## src/rtl/battle_turn_sequencer.sv

```systemverilog
// Turn sequencer for a two-party battle: player select/strike, enemy think/strike, win/abort handling.
// Optional macro SELECT_TIMEOUT_EN bounds the player selection window to TIMEOUT_CYCLES cycles.
module battle_turn_sequencer #(
   parameter int unsigned TURN_CYCLES    = 2,
   parameter int unsigned TIMEOUT_CYCLES = 1000,
   parameter logic [7:0]  LFSR_SEED      = 8'hA5
) (
   input  logic       clk,
   input  logic       rst_n,
   input  logic       collision_detected,
   input  logic       btn_valid,
   input  logic [1:0] btn_choice,
   input  logic [4:0] player_remained_sword,
   input  logic [4:0] player_remained_baseballbat,
   input  logic [4:0] enemy_remained_sword,
   input  logic [4:0] enemy_remained_baseballbat,
   input  logic       player_win,
   input  logic       enemy_win,
   output logic [1:0] player_choice,
   output logic [1:0] enemy_choice,
   output logic       player_turn,
   output logic       attacker_turn,
   output logic       battle_active,
   output logic [7:0] round_count,
   output logic       select_timeout
);

   localparam logic [2:0] IDLE     = 3'd0;
   localparam logic [2:0] P_SELECT = 3'd1;
   localparam logic [2:0] P_STRIKE = 3'd2;
   localparam logic [2:0] E_THINK  = 3'd3;
   localparam logic [2:0] E_STRIKE = 3'd4;
   localparam logic [2:0] DONE     = 3'd5;

   localparam int          TW        = 16;
   localparam logic [TW-1:0] TURN_LAST = TW'(TURN_CYCLES - 1);
`ifdef SELECT_TIMEOUT_EN
   localparam logic [TW-1:0] TMO_LAST  = TW'(TIMEOUT_CYCLES - 1);
`endif

   logic [2:0]    r_state;
   logic [2:0]    w_next_state;
   logic [TW-1:0] r_timer;
   logic [7:0]    r_lfsr;
   logic          w_lfsr_fb;
   logic          w_in_battle;
   logic          w_sel_expired;
   logic [1:0]    w_btn_sub;
   logic [1:0]    w_enemy_sub;
   logic [1:0]    r_player_choice;
   logic [1:0]    r_enemy_choice;
   logic          r_player_turn;
   logic          r_attacker_turn;
   logic          r_battle_active;
   logic [7:0]    r_round_count;
`ifdef SELECT_TIMEOUT_EN
   logic          r_select_timeout;
`endif

   assign w_lfsr_fb   = r_lfsr[7] ^ r_lfsr[5] ^ r_lfsr[4] ^ r_lfsr[3];
   assign w_in_battle = (r_state == P_SELECT) || (r_state == P_STRIKE) ||
                        (r_state == E_THINK)  || (r_state == E_STRIKE);

`ifdef SELECT_TIMEOUT_EN
   assign w_sel_expired = (r_timer == TMO_LAST);
`else
   assign w_sel_expired = 1'b0;
`endif

   // A depleted weapon falls back to fist.
   assign w_btn_sub   = ((btn_choice == 2'd1 && player_remained_sword == 5'd0) ||
                         (btn_choice == 2'd2 && player_remained_baseballbat == 5'd0)) ? 2'd0 : btn_choice;
   assign w_enemy_sub = ((r_lfsr[1:0] == 2'd1 && enemy_remained_sword == 5'd0) ||
                         (r_lfsr[1:0] == 2'd2 && enemy_remained_baseballbat == 5'd0)) ? 2'd0 : r_lfsr[1:0];

   always_comb begin
      // NOTE: default assignment first so every path assigns w_next_state and no latch is inferred.
      w_next_state = r_state;
      case (r_state)
         IDLE:     if (collision_detected)           w_next_state = P_SELECT;
         P_SELECT: if (btn_valid || w_sel_expired)   w_next_state = P_STRIKE;
         P_STRIKE: if (r_timer == TURN_LAST)         w_next_state = E_THINK;
         E_THINK:                                    w_next_state = E_STRIKE;
         E_STRIKE: if (r_timer == TURN_LAST)         w_next_state = P_SELECT;
         DONE:     if (!collision_detected)          w_next_state = IDLE;
         default:                                    w_next_state = IDLE;
      endcase
      // Win flags outrank a lost collision, which outranks normal sequencing.
      if (w_in_battle) begin
         if (player_win || enemy_win)  w_next_state = DONE;
         else if (!collision_detected) w_next_state = IDLE;
      end
   end

   // NOTE: async reset clears every flop here; sequential state uses non-blocking assignments only.
   always_ff @(posedge clk or negedge rst_n) begin
      if (!rst_n) begin
         r_state          <= IDLE;
         r_timer          <= '0;
         r_lfsr           <= LFSR_SEED;
         r_player_choice  <= 2'd0;
         r_enemy_choice   <= 2'd0;
         r_player_turn    <= 1'b0;
         r_attacker_turn  <= 1'b0;
         r_battle_active  <= 1'b0;
         r_round_count    <= 8'd0;
`ifdef SELECT_TIMEOUT_EN
         r_select_timeout <= 1'b0;
`endif
      end else begin
         r_lfsr          <= {r_lfsr[6:0], w_lfsr_fb};
         r_state         <= w_next_state;
         r_timer         <= (w_next_state != r_state) ? '0 : r_timer + TW'(1);
         r_player_turn   <= (w_next_state == P_STRIKE);
         r_attacker_turn <= (w_next_state == E_STRIKE);
         r_battle_active <= (w_next_state != IDLE);
`ifdef SELECT_TIMEOUT_EN
         r_select_timeout <= 1'b0;
`endif
         if (r_state == IDLE && w_next_state == P_SELECT)
            r_round_count <= 8'd0;
         if (r_state == E_STRIKE && w_next_state == P_SELECT && r_round_count != 8'hFF)
            r_round_count <= r_round_count + 8'd1;
         if (r_state == P_SELECT && w_next_state == P_STRIKE) begin
`ifdef SELECT_TIMEOUT_EN
            if (btn_valid) begin
               r_player_choice <= w_btn_sub;
            end else begin
               r_player_choice  <= 2'd0;
               r_select_timeout <= 1'b1;
            end
`else
            r_player_choice <= w_btn_sub;
`endif
         end
         if (r_state == E_THINK && w_next_state == E_STRIKE)
            r_enemy_choice <= w_enemy_sub;
      end
   end

   assign player_choice  = r_player_choice;
   assign enemy_choice   = r_enemy_choice;
   assign player_turn    = r_player_turn;
   assign attacker_turn  = r_attacker_turn;
   assign battle_active  = r_battle_active;
   assign round_count    = r_round_count;
`ifdef SELECT_TIMEOUT_EN
   assign select_timeout = r_select_timeout;
`else
   assign select_timeout = 1'b0;
`endif

endmodule

```

## config.mk

```make
export PLATFORM = sky130hd
export DESIGN_NAME = battle_turn_sequencer
export DESIGN_NICKNAME = d
export VERILOG_FILES = /design/src/rtl/battle_turn_sequencer.sv
export SDC_FILE = /design/constraint.sdc
export NUM_CORES = 1
export LEC_CHECK = 0
export ABC_AREA = 1
export BUFFER_PORTS_ARGS = -buffer_cell sky130_fd_sc_hd__buf_2
export CAP_MARGIN = 0
export CELL_PAD_IN_SITES_DETAIL_PLACEMENT = 2
export CELL_PAD_IN_SITES_GLOBAL_PLACEMENT = 2
export CORE_MARGIN = 3
export CORE_UTILIZATION = 25
export DETAILED_ROUTE_END_ITERATION = 10
export GPL_ROUTABILITY_DRIVEN = 0
export PLACE_DENSITY = 0.67
export SLEW_MARGIN = 20
export SYNTH_ARGS = -nofsm -noshare
export SYNTH_HDL_FRONTEND = slang
export SYNTH_SLANG_ARGS = --single-unit
```

## constraint.sdc

```tcl
create_clock -name clk -period 2.5 [get_ports clk]
set_input_delay 0.125 -clock clk [delete_from_list [all_inputs] [get_ports clk]]
set_output_delay 0.125 -clock clk [all_outputs]
set_load 0.01 [all_outputs]
```

==> impl_results.md, run 1 <==
- Worst Path Arrival: 2.18 ns
- Critical path class: reg -> reg
- CP Launch Type: register
- Max FO, Critical Path: 9
- HPWL after DPL: 4.52 mm
- WL/cell: 13.9 µm
- DR iter-0 viols: 40
- Hold Crit Depth: 3
- Syn_area_per_cell: 8.65 µm²
- Die span in y: 103 µm
- Nets: 348
- Clk Latency, worst-skew pair: 0.31 ns
- CTS clk-pin slew, worst paths: 0.10 ns
- Layout cells sized above 1: 0.261
- Fraction of registers with async set/reset: 1.00
- Yosys warning count: 0
- Hold Fails Final Rpt: 0
- Final setup fails: 0
- Cell count after synthesis: 272
- Starting Density: 0.263
- Max_cap viols: 0
- Final critical-path required period: 1.99 ns
- Worst reg2reg startpoint: r_timer[1]
- Routed wire length: 5.93 mm
- Worst-Margin Slew: 0.560 ns
- First-pass DRT Iterations: 4
- First-pass GRT wire length: 10.3 mm
- Area growth, synth to finish: 17.0%
- Synthesized area: 2350 µm²
- Antenna cells: 0
- Worst IR Drop VDD: 0.250 mV
- Worst r2r dst: round_count[0]
- CTS tree: built
- Worst Hold End: player_choice[1]
- DIE WIDTH: 103 µm
- Root buffer cell: clkbuf_8
- Aggregate global-route resource usage: 0.123
- Number of fill cells: 1040
- Worst Clk Skew: 0.0128 ns
- Largest net degree at the start of global routing: 43
- Io pins: 44
- Yosys cell types: 31
- Slew Limit Fails: 0
- Hold Crit Class: in -> reg
- Vias: 1968
- Die area: 10600 µm²
- Tcrit/Tclk final: 0.795
- Status: finished, final reports clean
- RSZ-0062 raised after global routing: false
- R2R depth: 15
- Sequential cell area fraction in the yosys report: 0.449
- F_max: 503 MHz
- Initial antenna violation count: 0
- Synth Flop Type: dfrtp_1
- Post-cts resize count: 0
- Multi-input gate area: 1150 µm²
- Core ar.: 8930 µm²
- Vias in the first global route: 2146
- Post-detailed-route via-to-cell ratio: 4.62
- Clock sinks: 42
- Max Root-Sink Buffers: 2
- Hold Startpoint: btn_choice[1]
- # DRC: 0
- Slew HR: 0.627
- H-tree depth: 2
- Post-DRT Antenna Nets: 0
- Leakage dissipation: 1.31 nW
- Post-synth EDFFs: 0
- Setup crit end kind: register
- WHS: 0.0674 ns
- Site Rows: 34
- Power per Cell Area: 772 nW/µm²
- Fin Setup TNS: 0 ns
- IO Port Bufs: 42
- Grt ovf: 0
- Num CTS Buffers: 5
- Synth Net Count: 303
- Seq cells post-synth: 42
- Req. time, crit path: 2.69 ns
- FF/Latch Area: 1060 µm²
- R2R Setup Slk: 0.51 ns
-- repair_timing --
action                    CTS  global route
hold endpoints to repair    0            38
hold buffers                0             1
setup buffers               0             0
-- cells in the final DEF, fill, tap and decap left out, types with 3 or more instances in the layout --
master    instances
o21ai_0           6
dfrtp_1          38
ha_1              3
nor2_2            4
dfstp_2           4
xor2_1           14
nor2_4           11
nor4_1            5
inv_1            21
nor3_1            7
clkbuf_8          5
nand2_2           8
buf_2            41
a21oi_1           3
xnor2_1           8
nor2_1           35
inv_6             3
nand3b_1          5
nand4_1          10
nand2_1          58
nand3_1          18
-- final cells by class --
class / count / area share
flip-flops and latches: 42 / 0.384
inverters: 23 / 0.0323
clock buffers: 5 / 0.0250
clock inverters: 3 / 0.00955
multi-input cells: 202 / 0.420
well taps: 108 / 0.0491
repair buffers: 43 / 0.0809
-- worst max-delay path, cell delays in order, from the launching register on --
cell and delay [ns]:
dfrtp_1 0.41, inv_1 0.06, ha_1 0.15, inv_1 0.04, nor2_1 0.08, nand2_1 0.06
nor2_1 0.10, nand2_1 0.08, nand2_2 0.06, nand2_1 0.06, nand2_2 0.12, nand2_2 0.09
nor2_4 0.25, nand2_2 0.18, nand2_1 0.09, nand2_1 0.05
-- synthesized netlist by cell type, types with 2 or more instances --
cell	number	area share
nand2_1	58	0.093
nand3_1	18	0.038
a21oi_1	3	0.0064
nor4_1	5	0.013
nor2_4	11	0.053
nand4_1	10	0.027
ha_1	3	0.016
nand2_2	8	0.021
xor2_1	14	0.052
nor3_1	7	0.015
dfrtp_1	38	0.40
dfstp_2	4	0.045
inv_1	21	0.033
nand3b_1	5	0.016
o21ai_0	6	0.013
buf_4	2	0.0064
nor2_1	35	0.056
xnor2_1	8	0.030
nor2_2	4	0.011
-- how the worst max path moves through the flow --
stage / slack (ns) / endpoint / from
4_1_cts: 0.42 / round_count[0] / r_timer[1]
5_1_grt: 0.20 / round_count[6] / r_timer[1]
2_1_floorplan: 0.85 / round_count[0] / r_timer[1]
6_report: 0.51 / round_count[0] / r_timer[1]
3_5_place_dp: 0.45 / round_count[6] / r_timer[1]
3_3_place_gp: 0.53 / round_count[0] / r_timer[1]
-- kinds of logic (layout without fill, tap and decap cells) --
kind of cell	Yosys count	in the layout	share of synthesized area
compound gates	10	10	0.0276
xor+xnor	22	22	0.0819
fa+ha+maj	3	3	0.0160
buf+inv	28	74	0.0606
flops	42	42	0.449
other cells	1	1	0.00159
simple gates	166	166	0.364
-- layer usage --
layer / global-route usage / vias to the layer above / wire length (µm)
met5: 0 / - / 0
met4: 0.0359 / 0 / 73
met3: 0.0257 / 7 / 236
met2: 0.207 / 41 / 2860
met1: 0.160 / 960 / 2770
li1: - / 960 / -
-- state kept, by name, indices dropped and copies added (netlist names) --
signal         cells
r_timer           16
r_lfsr             8
round_count        8
r_state            3
enemy_choice       2
player_choice      2
attacker_turn      1
battle_active      1
player_turn        1
-- metrics by stage --
step                      area [µm²]  power [W]  instances  setup WS, ns  utilization
final                           2750    0.00212        426         0.512        0.308
after global routing            2750    0.00231        426         0.203        0.308
after CTS                       2740    0.00219        425         0.420        0.307
after detailed placement        2650    0.00167        417         0.449        0.296
after global placement          2650    0.00165        417         0.529        0.296
after floorplan                 2350    0.00151        272         0.849            -
-- power by group --
| part | leakage (nW) | internal [W] | total, W | switching, W |
|---|---|---|---|---|
| registers | 0.560 | 0.000755 | 0.000835 | 0.0000795 |
| logic | 0.697 | 0.000228 | 0.000797 | 0.000569 |
| clock network | 0.0495 | 0.000208 | 0.000492 | 0.000284 |
(Power assumes the default switching activity.)
==> inputs of run 2 (changes only) <==
--- a/config.mk
+++ b/config.mk
@@ -5,7 +5,7 @@
 export SDC_FILE = /design/constraint.sdc
 export NUM_CORES = 1
 export LEC_CHECK = 0
-export ABC_AREA = 1
+export ABC_AREA = 0
 export BUFFER_PORTS_ARGS = -buffer_cell sky130_fd_sc_hd__buf_2
 export CAP_MARGIN = 0
 export CELL_PAD_IN_SITES_DETAIL_PLACEMENT = 2
@@ -14,7 +14,7 @@
 export CORE_UTILIZATION = 25
 export DETAILED_ROUTE_END_ITERATION = 10
 export GPL_ROUTABILITY_DRIVEN = 0
-export PLACE_DENSITY = 0.67
+export PLACE_DENSITY = 0.68
 export SLEW_MARGIN = 20
 export SYNTH_ARGS = -nofsm -noshare
 export SYNTH_HDL_FRONTEND = slang
==> constraint.sdc (replaced) <==
create_clock -name clk -period 1.65 [get_ports clk]
set_input_delay 0.0825 -clock clk [delete_from_list [all_inputs] [get_ports clk]]
set_output_delay 0.0825 -clock clk [all_outputs]
set_load 0.01 [all_outputs]
==> impl_results.md, run 2 <==
- Cell Count Post-Placement: 440 (+5.5%)
- Nets: 379 (+8.9%)
- IO Port Bufs: 42 (unchanged)
- First-pass DRT Iterations: 4 (unchanged)
- Vias: 2282 (+16%)
- Site Rows: 34 (unchanged)
- Worst IR Drop VDD: 0.440 mV (+76%)
- First-pass GRT wire length: 13.2 mm (+28%)
- Worst Clk Skew: 0.0114 ns (-0.00139 ns)
- Post-DRT Antenna Nets: 0 (unchanged)
- Synthesized area: 2290 µm² (-2.6%)
- Final setup fails: 29 (+29)
- Tcrit/Tclk final: 1.24 (+0.448)
- R2R depth: 7 (-8)
- Hold Fails Final Rpt: 0 (unchanged)
- Die span in y: 102 µm (-1.2%)
- Worst-Margin Slew: 0.593 ns (+0.0335 ns)
- Synth Flop Type: dfrtp_1
- Seq cells post-synth: 42 (unchanged)
- Worst Path Arrival: 2.30 ns (+0.12 ns)
- CTS tree: built
- Post-route insts no fill: 457 (+7.3%)
- Worst reg2reg startpoint: r_timer[5]
- CP Launch Type: register
- Syn_area_per_cell: 9.47 µm² (+9.5%)
- Max FO, Critical Path: 7 (-2)
- Leakage dissipation: 1.53 nW (+17%)
- Area growth, synth to finish: 50.8%
- Final setup margin: -0.402 ns (-0.913 ns)
- Area leader, netlist: dfrtp_1
- Grt ovf: 0 (unchanged)
- Sequential cell area fraction in the yosys report: 0.461 (+0.0120)
- Final critical-path required period: 2.05 ns (+0.0632 ns)
- Aggregate global-route resource usage: 0.162 (+0.0387)
- Yosys cell types: 52 (+68%)
- F_max: 487 MHz (-3.1%)
- Hold Crit Class: in -> reg
- Core ar.: 8810 µm² (-1.4%)
- Status: complete, but fails checks
- Post-synth top area share: 0.415 (+0.0108)
- Max reg flops: 16 (unchanged)
- Initial antenna violation count: 0 (unchanged)
- Top reg by flops: r_timer
- Req. time, crit path: 1.90 ns (-0.79 ns)
- CTS clk-pin slew, worst paths: 0.10 ns (about the same)
- Vias in the first global route: 2542 (+18%)
- Hold Crit Depth: 3 (unchanged)
- Max Root-Sink Buffers: 2 (unchanged)
- H-tree depth: 2 (unchanged)
- Max_cap viols: 0 (unchanged)
- Setup crit end kind: register
- Largest net degree at the start of global routing: 18 (-58%)
- Post-synth EDFFs: 0 (unchanged)
- DR iter-0 viols: 42 (+5.0%)
- Cell count after synthesis: 242 (-11%)
- Io pins: 44 (unchanged)
- Yosys warning count: 0 (unchanged)
- HPWL after DPL: 6.02 mm (+33%)
- Slew HR: 0.594 (-0.0326)
- Crit path to: round_count[3]
- Routed wire length: 8.04 mm (+36%)
- Synth top area cells: dfrtp_1 41%, xnor2_1 5.7%, nor2_1 5.1%, dfstp_2 4.6%, or4_1 2.3%
- Commonest non-fill, non-tap cells in the layout: 61 x buf_4, 42 x buf_2, 36 x dfrtp_1, 26 x nor2_1, 14 x xnor2_1
- Slew Limit Fails: 0 (unchanged)
- Critical path class: reg -> reg
- Worst r2r dst: round_count[3]
- Post-detailed-route via-to-cell ratio: 4.99 (+8.1%)
- Die area: 10400 µm² (-2.5%)
- Num CTS Buffers: 5 (unchanged)
- Clk Latency, worst-skew pair: 0.31 ns (about the same)
- WL/cell: 17.6 µm (+26%)
- Layout cells sized above 1: 0.481 (+0.220)
- Total power: 0.00462 W (+120%)
- Root buffer cell: clkbuf_8
- Fraction of registers with async set/reset: 1.00 (unchanged)
- Synth Net Count: 273 (-9.9%)
- Antenna cells: 0 (unchanged)
- Clock sinks: 42 (unchanged)
- # DRC: 0 (unchanged)
- Failing checks: negative setup slack
- CP startpoint: r_timer[5]
- Dominant cell by count in the synthesized netlist: dfrtp_1
- Synth cell count leaders: 38 x dfrtp_1, 31 x nor2_1, 15 x xnor2_1
- Power per Cell Area: 1340 nW/µm² (+73%)
- Most common cell after layout, fill and taps aside: buf_4
- R2R Setup Slk: -0.40 ns (-0.91 ns)
- DIE WIDTH: 102 µm (-1.2%)
- Starting Density: 0.260 (-0.00314)
- RSZ-0062 raised after global routing: true
[run 2: worst min-delay path by stage]
stage	start	endpoint	slack [ns]
after floorplan	rst_n	attacker_turn	-0.21
after global placement	rst_n	r_timer[10]	0.02
after detailed placement	rst_n	r_timer[10]	0.03
after CTS	btn_choice[1]	player_choice[1]	0.06
after global routing	btn_choice[1]	player_choice[1]	0.07
final	btn_choice[1]	player_choice[1]	0.06
[run 2: cell families (layout without fill, tap and decap cells)]
group | Yosys count | after routing | synth area share
adder cells (fa/ha/maj) | 3 | 3 | 0.0164
other | 1 | 1 | 0.00164
AND/OR/NAND/NOR | 106 | 106 | 0.245
flip-flops | 42 | 42 | 0.461
buffers and inverters | 21 | 128 | 0.0459
XOR/XNOR | 19 | 19 | 0.0726
AO/OA/AOI/OAI | 50 | 50 | 0.158
[run 2: cell type report]
class	count	area, µm²
Multi-Input combinational cell	179	1360
Clock buffer	5	68.8
Fill cell	984	5350
Tap cell	108	135
Clock inverter	3	28.8
Timing Repair Buffer	110	763
Inverter	10	37.5
Sequential cell	42	1060
[run 2: routing by layer]
layer  vias to the layer above  GRT usage  wire [µm]
met4                         0     0.0450         87
met1                      1163      0.212       3630
met2                        33      0.283       4180
met3                         7     0.0172        153
met5                         -          0          0
li1                       1079          -          -
[run 2: stage by stage]
step                      utilization  hold WS [ns]  TNS (ns)  area (µm²)  setup slack (ns)
after floorplan                     -        -0.213     -6.96        2370            -0.404
after global placement          0.352        0.0227     -8.90        3100            -0.389
after detailed placement        0.352        0.0326     -9.87        3100            -0.400
after CTS                       0.378        0.0562     -8.70        3330            -0.349
after global routing            0.392        0.0650    -13.89        3460            -0.551
final                           0.392        0.0577    -10.01        3460            -0.402
[run 2: repair_timing]
item,CTS,global route
setup buffers,4,4
pin swaps,13,8
resized for setup,20,25
hold buffers,1,0
gates cloned,0,0
hold endpoints to repair,15,0
setup endpoints to repair,31,32
[run 2: worst max-delay path: stages (launching register included)]
cell     delay (ns)
dfrtp_1        0.41
buf_4          0.15
nor3_1         0.32
nand4_1        0.24
buf_4          0.20
or3_4          0.39
nor2_1         0.13
o32a_1         0.16
[run 2: power by group]
part / leakage [nW] / total, W / internal [W] / switching, W
combinational: 0.923 / 0.00257 / 0.00121 / 0.00136
clock: 0.0506 / 0.000736 / 0.000317 / 0.000419
sequential: 0.554 / 0.00132 / 0.00119 / 0.000128
total: 1.53 / 0.00462 / 0.00272 / 0.00190
==> inputs of run 3 (changes only) <==
==> constraint.sdc (replaced) <==
create_clock -name clk -period 1.65 [get_ports clk]
set_input_delay 0.33 -clock clk [delete_from_list [all_inputs] [get_ports clk]]
set_output_delay 0.33 -clock clk [all_outputs]
set_load 0.01 [all_outputs]
==> impl_results.md, run 3 (synthesis gave the netlist of run 2 again) <==
- F_max: 482 MHz (-1.1%)
- Clock sinks: 42 (unchanged)
- Top reg by flops: r_timer
- Nets: 376 (-0.79%)
- Clk Latency, worst-skew pair: 0.30 ns (about the same)
- Power per Cell Area: 1370 nW/µm² (+2.2%)
- Initial antenna violation count: 0 (unchanged)
- Site Rows: 34 (unchanged)
- Critical path class: reg -> reg
- Largest net degree at the start of global routing: 25 (+7)
- Layout cells sized above 1: 0.491 (+0.00995)
- Area growth, synth to finish: 52.0%
- Fin area: 3480 µm² (+0.83%)
- # DRC: 0 (unchanged)
- WL/cell: 18.4 µm (+4.7%)
- Grt ovf: 0 (unchanged)
- First-pass DRT Iterations: 4 (unchanged)
- Worst Path Arrival: 2.27 ns (-0.03 ns)
- IO Port Bufs: 42 (unchanged)
- Max reg flops: 16 (unchanged)
- Vias: 2255 (-1.2%)
- Comb power frac: 0.572 (+0.016)
- Hold Fails Final Rpt: 0 (unchanged)
- Worst IR Drop VDD: 0.458 mV (+4.0%)
- Multi-input gate area: 1420 µm² (+4.1%)
- Die area: 10400 µm² (unchanged)
- Post-DP Area: 3050 µm² (-1.6%)
- Total power: 0.00476 W (+3.0%)
- Sequential power share: 0.276 (-0.009)
- Vias in the first global route: 2557 (+0.59%)
- Tcrit/Tclk final: 1.26 (+0.0138)
- Core ar.: 8810 µm² (unchanged)
- Worst Clk Skew: 0.00700 ns (-0.00438 ns)
- Hold Crit Class: in -> reg
- Max FO, Critical Path: 5 (-2)
- Max Root-Sink Buffers: 2 (unchanged)
- First-pass GRT wire length: 13.3 mm (+1.2%)
- Switching power: 0.00202 W (+6.2%)
- CTS tree: built
- Most common cell after layout, fill and taps aside: buf_4
- Commonest non-fill, non-tap cells in the layout: 60 x buf_4, 42 x buf_2, 38 x dfrtp_1, 15 x xnor2_1
- Setup crit end kind: register
- Clock group share of total power: 0.152 (-0.007)
- DP Worst Slack: -0.468 ns (-0.0673 ns)
- Routed wire length: 8.36 mm (+4.0%)
- Final setup fails: 29 (unchanged)
- Num CTS Buffers: 5 (unchanged)
- Post-detailed-route via-to-cell ratio: 4.97 (-0.53%)
- Antenna cells: 0 (unchanged)
- Io pins: 44 (unchanged)
- H-tree depth: 2 (unchanged)
- Req. time, crit path: 1.85 ns (-0.05 ns)
- Failing checks: negative setup slack
- DR iter-0 viols: 70 (+67%)
- Final critical-path required period: 2.07 ns (+0.0228 ns)
- DIE WIDTH: 102 µm (unchanged)
- Root buffer cell: clkbuf_8
- Max_cap viols: 0 (unchanged)
- Status: complete, but fails checks
- Die span in y: 102 µm (unchanged)
- Aggregate global-route resource usage: 0.163 (+0.000596)
- Slew Limit Fails: 0 (unchanged)
- CTS clk-pin slew, worst paths: 0.09 ns (about the same)
- HPWL after DPL: 5.89 mm (-2.3%)
- RSZ-0062 raised after global routing: true
- FF/Latch Area: 1060 µm² (-0.24%)
- Sw Share: 0.424 (+0.0128)
- Internal power: 0.00274 W (+0.81%)
- CP Launch Type: register
- Starting Density: 0.260 (unchanged)
- Leakage dissipation: 1.51 nW (-1.3%)
- Number of fill cells: 971 (-1.3%)
- Final setup margin: -0.424 ns (-0.0228 ns)
- Post-DRT Antenna Nets: 0 (unchanged)
-- run 3: per-stage QoR --
step                      cells  setup TNS (ns)   util  hold WS [ns]
after floorplan             242           -6.96      -        0.0344
after global placement      435          -10.19  0.347         0.300
after detailed placement    435          -11.51  0.347         0.310
after CTS                   449           -8.86  0.382         0.310
after global routing        454          -13.98  0.396         0.322
final                       454          -11.14  0.396         0.310
-- run 3: cell type report --
type,instances,area share
multi-input combinational,179,0.408
sequential,42,0.303
timing repair buffer,107,0.213
clock inverter,3,0.00718
tap,108,0.0388
clock buffer,5,0.0197
inverter,10,0.0108
-- run 3: critical path, cell delays in order, from the launching register on --
cell and delay [ns]:
dfrtp_1 0.39, inv_1 0.06, ha_1 0.14, nor4b_4 0.23, buf_4 0.16, and4_4 0.30, a21oi_4 0.09, or3_4 0.42
a21o_1 0.18
-- run 3: path summary, 6_finish.rpt --
check | startpoint | endpoint | slack [ns] | cells past startpoint
max | r_timer[1] | round_count[0] | -0.42 | 8
min | enemy_remained_baseballbat[2] | enemy_choice[1] | 0.31 | 3
max reg2reg | r_timer[1] | round_count[0] | -0.42 | 8
min reg2reg | r_lfsr[6] | r_lfsr[7] | 0.37 | 0
max in group asynchronous | rst_n | r_timer[8] | 0.66 | 3
min in group asynchronous | rst_n | r_timer[3] | 0.50 | 2
-- run 3: timing repair --
| action | 4_1_cts | 5_1_grt |
|---|---|---|
| pin swaps | 12 | 6 |
| endpoints found under the setup margin | 31 | 33 |
| hold buffers | 1 | 0 |
| buffers inserted | 4 | 5 |
| gates cloned | 1 | 0 |
| hold endpoints to repair | 14 | 0 |
| resized for setup | 38 | 22 |
-- run 3: metal layers --
| layer | vias up | GRT usage | routed length [µm] |
|---|---|---|---|
| li1 | 1072 | - | - |
| met1 | 1152 | 0.204 | 3660 |
| met2 | 27 | 0.303 | 4510 |
| met3 | 4 | 0.0165 | 130 |
| met4 | 0 | 0.0276 | 58 |
| met5 | - | 0 | 0 |
-- run 3: power by group through the flow --
stage	Clock, W	Sequential [W]	Combinational, W
finish	0.000724	0.00131	0.00273
global route	0.000794	0.00134	0.00296
CTS	0.000744	0.00131	0.00252
detailed placement	0	0.00133	0.00208
global placement	0	0.00132	0.00201
floorplan	0	0.00138	0.00117
